File: src/rtl/mem_bus_arbiter.sv
// -----------------------------------------------------------------------------
// mem_bus_arbiter
//   Round-robin arbiter and sequencer for a memory bus shared by NUM_PROC
//   processors. One processor owns the bus at a time. The owner's address,
//   store data and direction are latched onto the memory port, and load data
//   comes back to the owner with a one-cycle valid_mem pulse.
//
// Ports
//   clk, reset_n      clock; asynchronous active-low reset
//   req[NUM_PROC]     per-processor bus request
//   valid[NUM_PROC]   per-processor address/data valid (sampled for the owner only)
//   rw[NUM_PROC]      per-processor direction: 1 = load, 0 = store
//   address, wdata    packed per-processor address / store data, proc i at [i*W +: W]
//   ack[NUM_PROC]     one-hot grant, held for the whole tenure
//   busy              arbiter not in IDLE
//   valid_mem         one-cycle pulse to the owner when rdata holds load data
//   rdata             load data, broadcast to all processors
//   grant_id          index of the current or most recent owner
//   timeout_err       one-cycle pulse when a grant is revoked for lack of valid
//   mem_valid         one-cycle request strobe to the memory controller
//   mem_addr/wdata/rw latched access of the owner, stable until the next access
//   mem_ready         memory finished the access (only honoured in WAIT_MEM)
//   mem_rdata         memory load data, qualified by mem_ready
//   dbg_state_o       current FSM state (IDLE=0, GRANT=1, WAIT_MEM=2, RELEASE=3)
//
// Handshake: a processor raises req and keeps it high for as long as it wants
// the bus. ack[i] rising means processor i owns the bus; the owner then raises
// valid together with address/wdata/rw, and the access is captured on the first
// edge where valid is seen. Loads finish with a valid_mem pulse; ack falls at
// the end of every tenure. Dropping req before valid abandons the tenure.
// -----------------------------------------------------------------------------
module mem_bus_arbiter #(
   parameter int NUM_PROC = 4,
   parameter int ADDR_W   = 8,
   parameter int DATA_W   = 8,
   parameter int TIMEOUT  = 16
) (
   input  logic                         clk,
   input  logic                         reset_n,
   input  logic [NUM_PROC-1:0]          req,
   input  logic [NUM_PROC-1:0]          valid,
   input  logic [NUM_PROC-1:0]          rw,
   input  logic [NUM_PROC*ADDR_W-1:0]   address,
   input  logic [NUM_PROC*DATA_W-1:0]   wdata,
   output logic [NUM_PROC-1:0]          ack,
   output logic                         busy,
   output logic [NUM_PROC-1:0]          valid_mem,
   output logic [DATA_W-1:0]            rdata,
   output logic [$clog2(NUM_PROC)-1:0]  grant_id,
   output logic                         timeout_err,
   output logic                         mem_valid,
   output logic [ADDR_W-1:0]            mem_addr,
   output logic [DATA_W-1:0]            mem_wdata,
   output logic                         mem_rw,
   input  logic                         mem_ready,
   input  logic [DATA_W-1:0]            mem_rdata,
   output logic [1:0]                   dbg_state_o
);

   localparam int GW = $clog2(NUM_PROC);
   localparam int CW = (TIMEOUT > 1) ? $clog2(TIMEOUT) : 1;

   typedef enum logic [1:0] {
      ST_IDLE     = 2'd0,
      ST_GRANT    = 2'd1,
      ST_WAIT_MEM = 2'd2,
      ST_RELEASE  = 2'd3
   } state_t;

   state_t               state_q,       state_d;
   logic [NUM_PROC-1:0]  ack_q,         ack_d;
   logic                 busy_q,        busy_d;
   logic [NUM_PROC-1:0]  valid_mem_q,   valid_mem_d;
   logic [DATA_W-1:0]    rdata_q,       rdata_d;
   logic [GW-1:0]        grant_id_q,    grant_id_d;
   logic                 timeout_err_q, timeout_err_d;
   logic                 mem_valid_q,   mem_valid_d;
   logic [ADDR_W-1:0]    mem_addr_q,    mem_addr_d;
   logic [DATA_W-1:0]    mem_wdata_q,   mem_wdata_d;
   logic                 mem_rw_q,      mem_rw_d;
   logic [CW-1:0]        cnt_q,         cnt_d;
   logic [GW-1:0]        last_grant_q,  last_grant_d;

   logic [ADDR_W-1:0]    addr_a  [NUM_PROC];
   logic [DATA_W-1:0]    wdata_a [NUM_PROC];
   logic [GW-1:0]        win_idx;
   logic [NUM_PROC-1:0]  owner_oh;

   // Round-robin pick: the first requester strictly above 'last', otherwise
   // the first requester at or below it, so the previous owner ranks last.
   function automatic logic [GW-1:0] rr_pick(input logic [NUM_PROC-1:0] r,
                                             input logic [GW-1:0]       last);
      logic [GW-1:0] pick;
      logic          found;
      pick  = last;
      found = 1'b0;
      for (int j = 0; j < NUM_PROC; j++) begin
         if (!found && r[j] && (j > int'(last))) begin
            pick  = GW'(j);
            found = 1'b1;
         end
      end
      for (int j = 0; j < NUM_PROC; j++) begin
         if (!found && r[j] && (j <= int'(last))) begin
            pick  = GW'(j);
            found = 1'b1;
         end
      end
      return pick;
   endfunction

   always_comb begin
      for (int i = 0; i < NUM_PROC; i++) begin
         addr_a[i]  = address[i*ADDR_W +: ADDR_W];
         wdata_a[i] = wdata[i*DATA_W +: DATA_W];
      end
   end

   always_comb begin
      owner_oh             = '0;
      owner_oh[grant_id_q] = 1'b1;
   end

   assign win_idx = rr_pick(req, last_grant_q);

   always_comb begin
      state_d       = state_q;
      ack_d         = ack_q;
      busy_d        = busy_q;
      valid_mem_d   = '0;
      rdata_d       = rdata_q;
      grant_id_d    = grant_id_q;
      timeout_err_d = 1'b0;
      mem_valid_d   = 1'b0;
      mem_addr_d    = mem_addr_q;
      mem_wdata_d   = mem_wdata_q;
      mem_rw_d      = mem_rw_q;
      cnt_d         = cnt_q;
      last_grant_d  = last_grant_q;

      case (state_q)
         ST_IDLE: begin
            ack_d  = '0;
            busy_d = 1'b0;
            if (|req) begin
               state_d         = ST_GRANT;
               ack_d[win_idx]  = 1'b1;
               busy_d          = 1'b1;
               grant_id_d      = win_idx;
               cnt_d           = '0;
            end
         end

         ST_GRANT: begin
            if (valid[grant_id_q]) begin
               state_d     = ST_WAIT_MEM;
               mem_valid_d = 1'b1;
               mem_addr_d  = addr_a[grant_id_q];
               mem_wdata_d = wdata_a[grant_id_q];
               mem_rw_d    = rw[grant_id_q];
            end else if (!req[grant_id_q]) begin
               state_d      = ST_IDLE;
               ack_d        = '0;
               busy_d       = 1'b0;
               last_grant_d = grant_id_q;
            end else if (cnt_q == CW'(TIMEOUT - 1)) begin
               state_d       = ST_IDLE;
               ack_d         = '0;
               busy_d        = 1'b0;
               timeout_err_d = 1'b1;
               last_grant_d  = grant_id_q;
            end else begin
               cnt_d = cnt_q + CW'(1);
            end
         end

         // No timeout here: the memory controller always completes.
         ST_WAIT_MEM: begin
            if (mem_ready) begin
               state_d = ST_RELEASE;
               ack_d   = '0;
               if (mem_rw_q) begin
                  rdata_d     = mem_rdata;
                  valid_mem_d = owner_oh;
               end
            end
         end

         ST_RELEASE: begin
            state_d      = ST_IDLE;
            busy_d       = 1'b0;
            last_grant_d = grant_id_q;
         end

         default: begin
            state_d = ST_IDLE;
         end
      endcase
   end

   always_ff @(posedge clk or negedge reset_n) begin
      if (!reset_n) begin
         state_q       <= ST_IDLE;
         ack_q         <= '0;
         busy_q        <= 1'b0;
         valid_mem_q   <= '0;
         rdata_q       <= '0;
         grant_id_q    <= '0;
         timeout_err_q <= 1'b0;
         mem_valid_q   <= 1'b0;
         mem_addr_q    <= '0;
         mem_wdata_q   <= '0;
         mem_rw_q      <= 1'b0;
         cnt_q         <= '0;
         last_grant_q  <= GW'(NUM_PROC - 1);
      end else begin
         state_q       <= state_d;
         ack_q         <= ack_d;
         busy_q        <= busy_d;
         valid_mem_q   <= valid_mem_d;
         rdata_q       <= rdata_d;
         grant_id_q    <= grant_id_d;
         timeout_err_q <= timeout_err_d;
         mem_valid_q   <= mem_valid_d;
         mem_addr_q    <= mem_addr_d;
         mem_wdata_q   <= mem_wdata_d;
         mem_rw_q      <= mem_rw_d;
         cnt_q         <= cnt_d;
         last_grant_q  <= last_grant_d;
      end
   end

   assign ack         = ack_q;
   assign busy        = busy_q;
   assign valid_mem   = valid_mem_q;
   assign rdata       = rdata_q;
   assign grant_id    = grant_id_q;
   assign timeout_err = timeout_err_q;
   assign mem_valid   = mem_valid_q;
   assign mem_addr    = mem_addr_q;
   assign mem_wdata   = mem_wdata_q;
   assign mem_rw      = mem_rw_q;
   assign dbg_state_o = state_q;

endmodule

File: config.mk
export PLATFORM = sky130hd
export DESIGN_NAME = mem_bus_arbiter
export DESIGN_NICKNAME = d
export VERILOG_FILES = /design/src/rtl/mem_bus_arbiter.sv
export SDC_FILE = /design/constraint.sdc
export NUM_CORES = 1
export LEC_CHECK = 0
export ABC_AREA = 1
export CORE_ASPECT_RATIO = 0.5
export CORE_MARGIN = 4
export CORE_UTILIZATION = 44
export CTS_CLUSTER_DIAMETER = 30
export DETAILED_ROUTE_END_ITERATION = 8
export GPL_TIMING_DRIVEN = 0
export PLACE_DENSITY = 0.95
export SYNTH_ARGS = -nofsm -noshare
export SYNTH_HDL_FRONTEND = slang
export SYNTH_SLANG_ARGS = --single-unit
File: constraint.sdc
create_clock -name clk -period 2.83 [get_ports clk]
set_input_delay 0.283 -clock clk [delete_from_list [all_inputs] [get_ports clk]]
set_output_delay 0.283 -clock clk [all_outputs]
set_load 0.01 [all_outputs]
==> metrics.txt <==
largest fanout on the critical path=10; TritonCTS clock tree=built; grt ovf=0; count of yosys warnings during synthesis=0; Power Density=958 mW/mm2; Leak Pwr=1.97 nW; combinational fraction of design power=56.7%; cell accounting for the most synthesized area=sky130_fd_sc_hd__dfrtp_1; final critical delay including setup and external delays=1780 ps; most frequent cell after synthesis=sky130_fd_sc_hd__nand2_1; Layout Nets=between 500 and 600; setup-violating endpoint count in the final report=0; reg2reg end=rdata[6]; arrival time at the worst endpoint=1940 ps; unrepaired setup endpoints after global routing=false; setup TNS after final layout=0 ps; number of buffers inserted by post-CTS setup repair=0; final weighted congestion in routability-driven placement=0.859; Cells after DPL=547; Syn Inst Count=347; proportion of total power due to net switching=43.1%; GR Layer Usage met3=5.97%; Crit-path slowest cell=sky130_fd_sc_hd__dfrtp_1; top-level I/O count=127; initial core utilization=46.9%; met1 track demand over resource in global routing=approximately a quarter; sequential fraction of design power=about a quarter; Clock Skews=roughly 2.9 ps; Skew-Pair Late Insertion Delay=280 ps; mean instance size in the synthesized netlist=7.61 um2; number of enable-type register cells in the synthesized netlist=0; worst IR drop on VDD=0.462 mV; async set-or-reset flop fraction in the synthesized netlist=100%; number of global-route vias before repair=approximately 3k; number of cells on the worst reg-to-reg path=5; Worst Setup Start Kind=register; Final Cycle Share=a little over three fifths; row count=19; Pwr Total=4.01 mW; Post-Syn Nets=about 440; fill cell total of the finished layout=around 400; number of antenna violations at the first check in global routing=0; DRT iter0 DRCs=221; sequential-to-total area share from yosys stat=43.7%; post-detailed-routing wire length=8870 um; number of remaining DRC errors=0; footprint of the multi-input gates=about 0.0013 mm2; number of storage elements in the synthesis netlist=46; mapped cell area=0.00264 mm2; Vias/cell=5.43; wire length of the first global-routing pass=between 10000 and 15000 um; root buf cell=sky130_fd_sc_hd__clkbuf_16; crit path capture type=register; f_max=563 MHz; Avg WL per Cell=around 16 um; half-perimeter wire length after detailed placement=approximately 6700 um; Max Cap Violations=0; area of the core=0.00563 mm2; actual transition at the worst max-transition pin=about 600 ps; remaining max-slew budget at the tightest pin=61.0%; worst setup slack before clock tree synthesis=around 1000 ps; count of non-filler cells in the finished layout=556; cts bufs inserted=5; Worst R2R Setup Slack=1050 ps; Diodes inserted=0; Clock Tree Buf Depth=2; kind of path behind the tightest hold check=input port to asynchronous set/reset pin; maximum number of pins on one net before global-route repair=40; Port Buffer Count=126; proportion of layout cells with a drive suffix above 1=about 10%; proportion of netlist area held by the largest area contributor=41.7%; list of most frequent post-synthesis cells=sky130_fd_sc_hd__nand2_1, sky130_fd_sc_hd__nand3_1, sky130_fd_sc_hd__dfrtp_1; die span in y=about 63 um; overall fraction of global-route tracks in use=23.4%; number of search-and-repair iterations in the first detailed-routing pass=5; most used flip-flop cell after synthesis=sky130_fd_sc_hd__dfrtp_1; DR vias=around 3k; clock group share of total power=16.8%; met2 layer usage reported by global route=40.6%; post-CTS clock slew at the launch and capture registers of the worst setup and hold paths=60 ps; series of cell instances along the critical path=inv_1, ha_1, nand3_1, buf_2, mux2_2; Psw=1.73 mW; horizontal die dimension=118 um; clk sink count=between 40 and 50; Register Area=0.00115 mm2; count of different cell masters after synthesis=27; total internal power=roughly 2.3 mW; most crowded layer after global routing=met2; worst setup path category=register to register; Clock H-tree levels=2; post-layout worst setup margin=1050 ps; endpoints failing hold=0; area delta synth->final=58.6%; leading cell types by total area after synthesis=sky130_fd_sc_hd__dfrtp_1, sky130_fd_sc_hd__nand2_1, sky130_fd_sc_hd__nand3_1; Data required, critical path=3000 ps; final antenna-violating net count=0; status=finished clean; die outline area=0.00738 mm2; startpoint of the most critical register-to-register path=dbg_state_o[0]; crit-path max cell delay=around 470 ps; number of slew-limit violations in the final report=0
==> cell families after synthesis <==
kind of cell / synth area share [%]
fa+ha+maj: 3.32
mux: 3.41
flops: 43.7
buf+inv: 6.54
simple gates: 39.7
compound gates: 3.03
xor+xnor: 0.332
==> area by class of cell <==
class	count	area share [%]
sequential	46	27.5
buffer	19	2.36
inverter	19	1.76
clock inverter	3	1.05
clock buffer	5	2.99
tap	73	2.18
timing repair buffer	128	30.7
multi-input combinational	263	31.4
==> worst max path at each step <==
| stage | from | to | slack, ps |
|---|---|---|---|
| 6_report | dbg_state_o[0] | rdata[6] | 1050 |
| 5_1_grt | register | cnt_q[0] | 950 |
| 4_1_cts | dbg_state_o[0] | rdata[6] | 1050 |
| 3_5_place_dp | req[2] | cnt_q[3] | 1030 |
| 3_3_place_gp | reset_n | ack[0] | 240 |
| 2_1_floorplan | dbg_state_o[0] | rdata[2] | 1250 |
==> repair_timing <==
action	in CTS	in global routing
hold buffers	1	0
endpoints found under the hold margin	7	0
resized for setup	0	0
==> layout by cell type (no fill, tap or decap), drive strengths merged, types with 2 or more instances in the layout <==
cell type	count
nor3	4
o21ai	14
buf	17
nand2	129
nand3	66
nor2	10
ha	7
dfrtp	44
inv	20
clkbuf	9
clkdlybuf4s50	125
mux2	8
nand4	20
dfstp	2
or2	3
==> stage by stage <==
step	area [um2]	util (%)	hold slack, ps
2_1_floorplan	2640	-	-12.6
3_3_place_gp	3990	70.9	460
3_5_place_dp	4010	71.2	145
4_1_cts	4190	74.3	374
5_1_grt	4190	74.3	427
6_report	4190	74.3	381
==> sequential cells by signal, indices dropped and copies added (netlist names), 2 cells and up, named ones only <==
name          count
mem_addr          8
grant_id          2
rdata             8
valid_mem         4
mem_wdata         8
last_grant_q      2
ack               4
cnt_q             4
==> routing by layer <==
layer	routed length, um	up-vias	part of all wire [%]
li1	-	1423	-
met1	3470	1414	39
met2	4310	148	49
met3	737	32	8.3
met4	353	0	4.0
met5	0	-	0
==> worst max-delay path: cells and delay by family, from the launching register on <==
| family | cells | cell delay [ps] |
|---|---|---|
| adder cells (fa/ha/maj) | 1 | 260 |
| buffers and inverters | 2 | 420 |
| flip-flops | 1 | 470 |
| multiplexers | 1 | 380 |
| AND/OR/NAND/NOR | 1 | 120 |
==> power by group through the flow <==
stage / sequential, mW / combinational, mW / clock (mW)
6_report: 1.07 / 2.27 / 0.673
5_1_grt: 1.09 / 2.49 / 0.708
4_1_cts: 1.06 / 2.27 / 0.682
3_5_place_dp: 1.07 / 2.25 / 0
3_3_place_gp: 1.06 / 2.17 / 0
2_1_floorplan: 1.15 / 1.22 / 0
(Power assumes the default switching activity.)
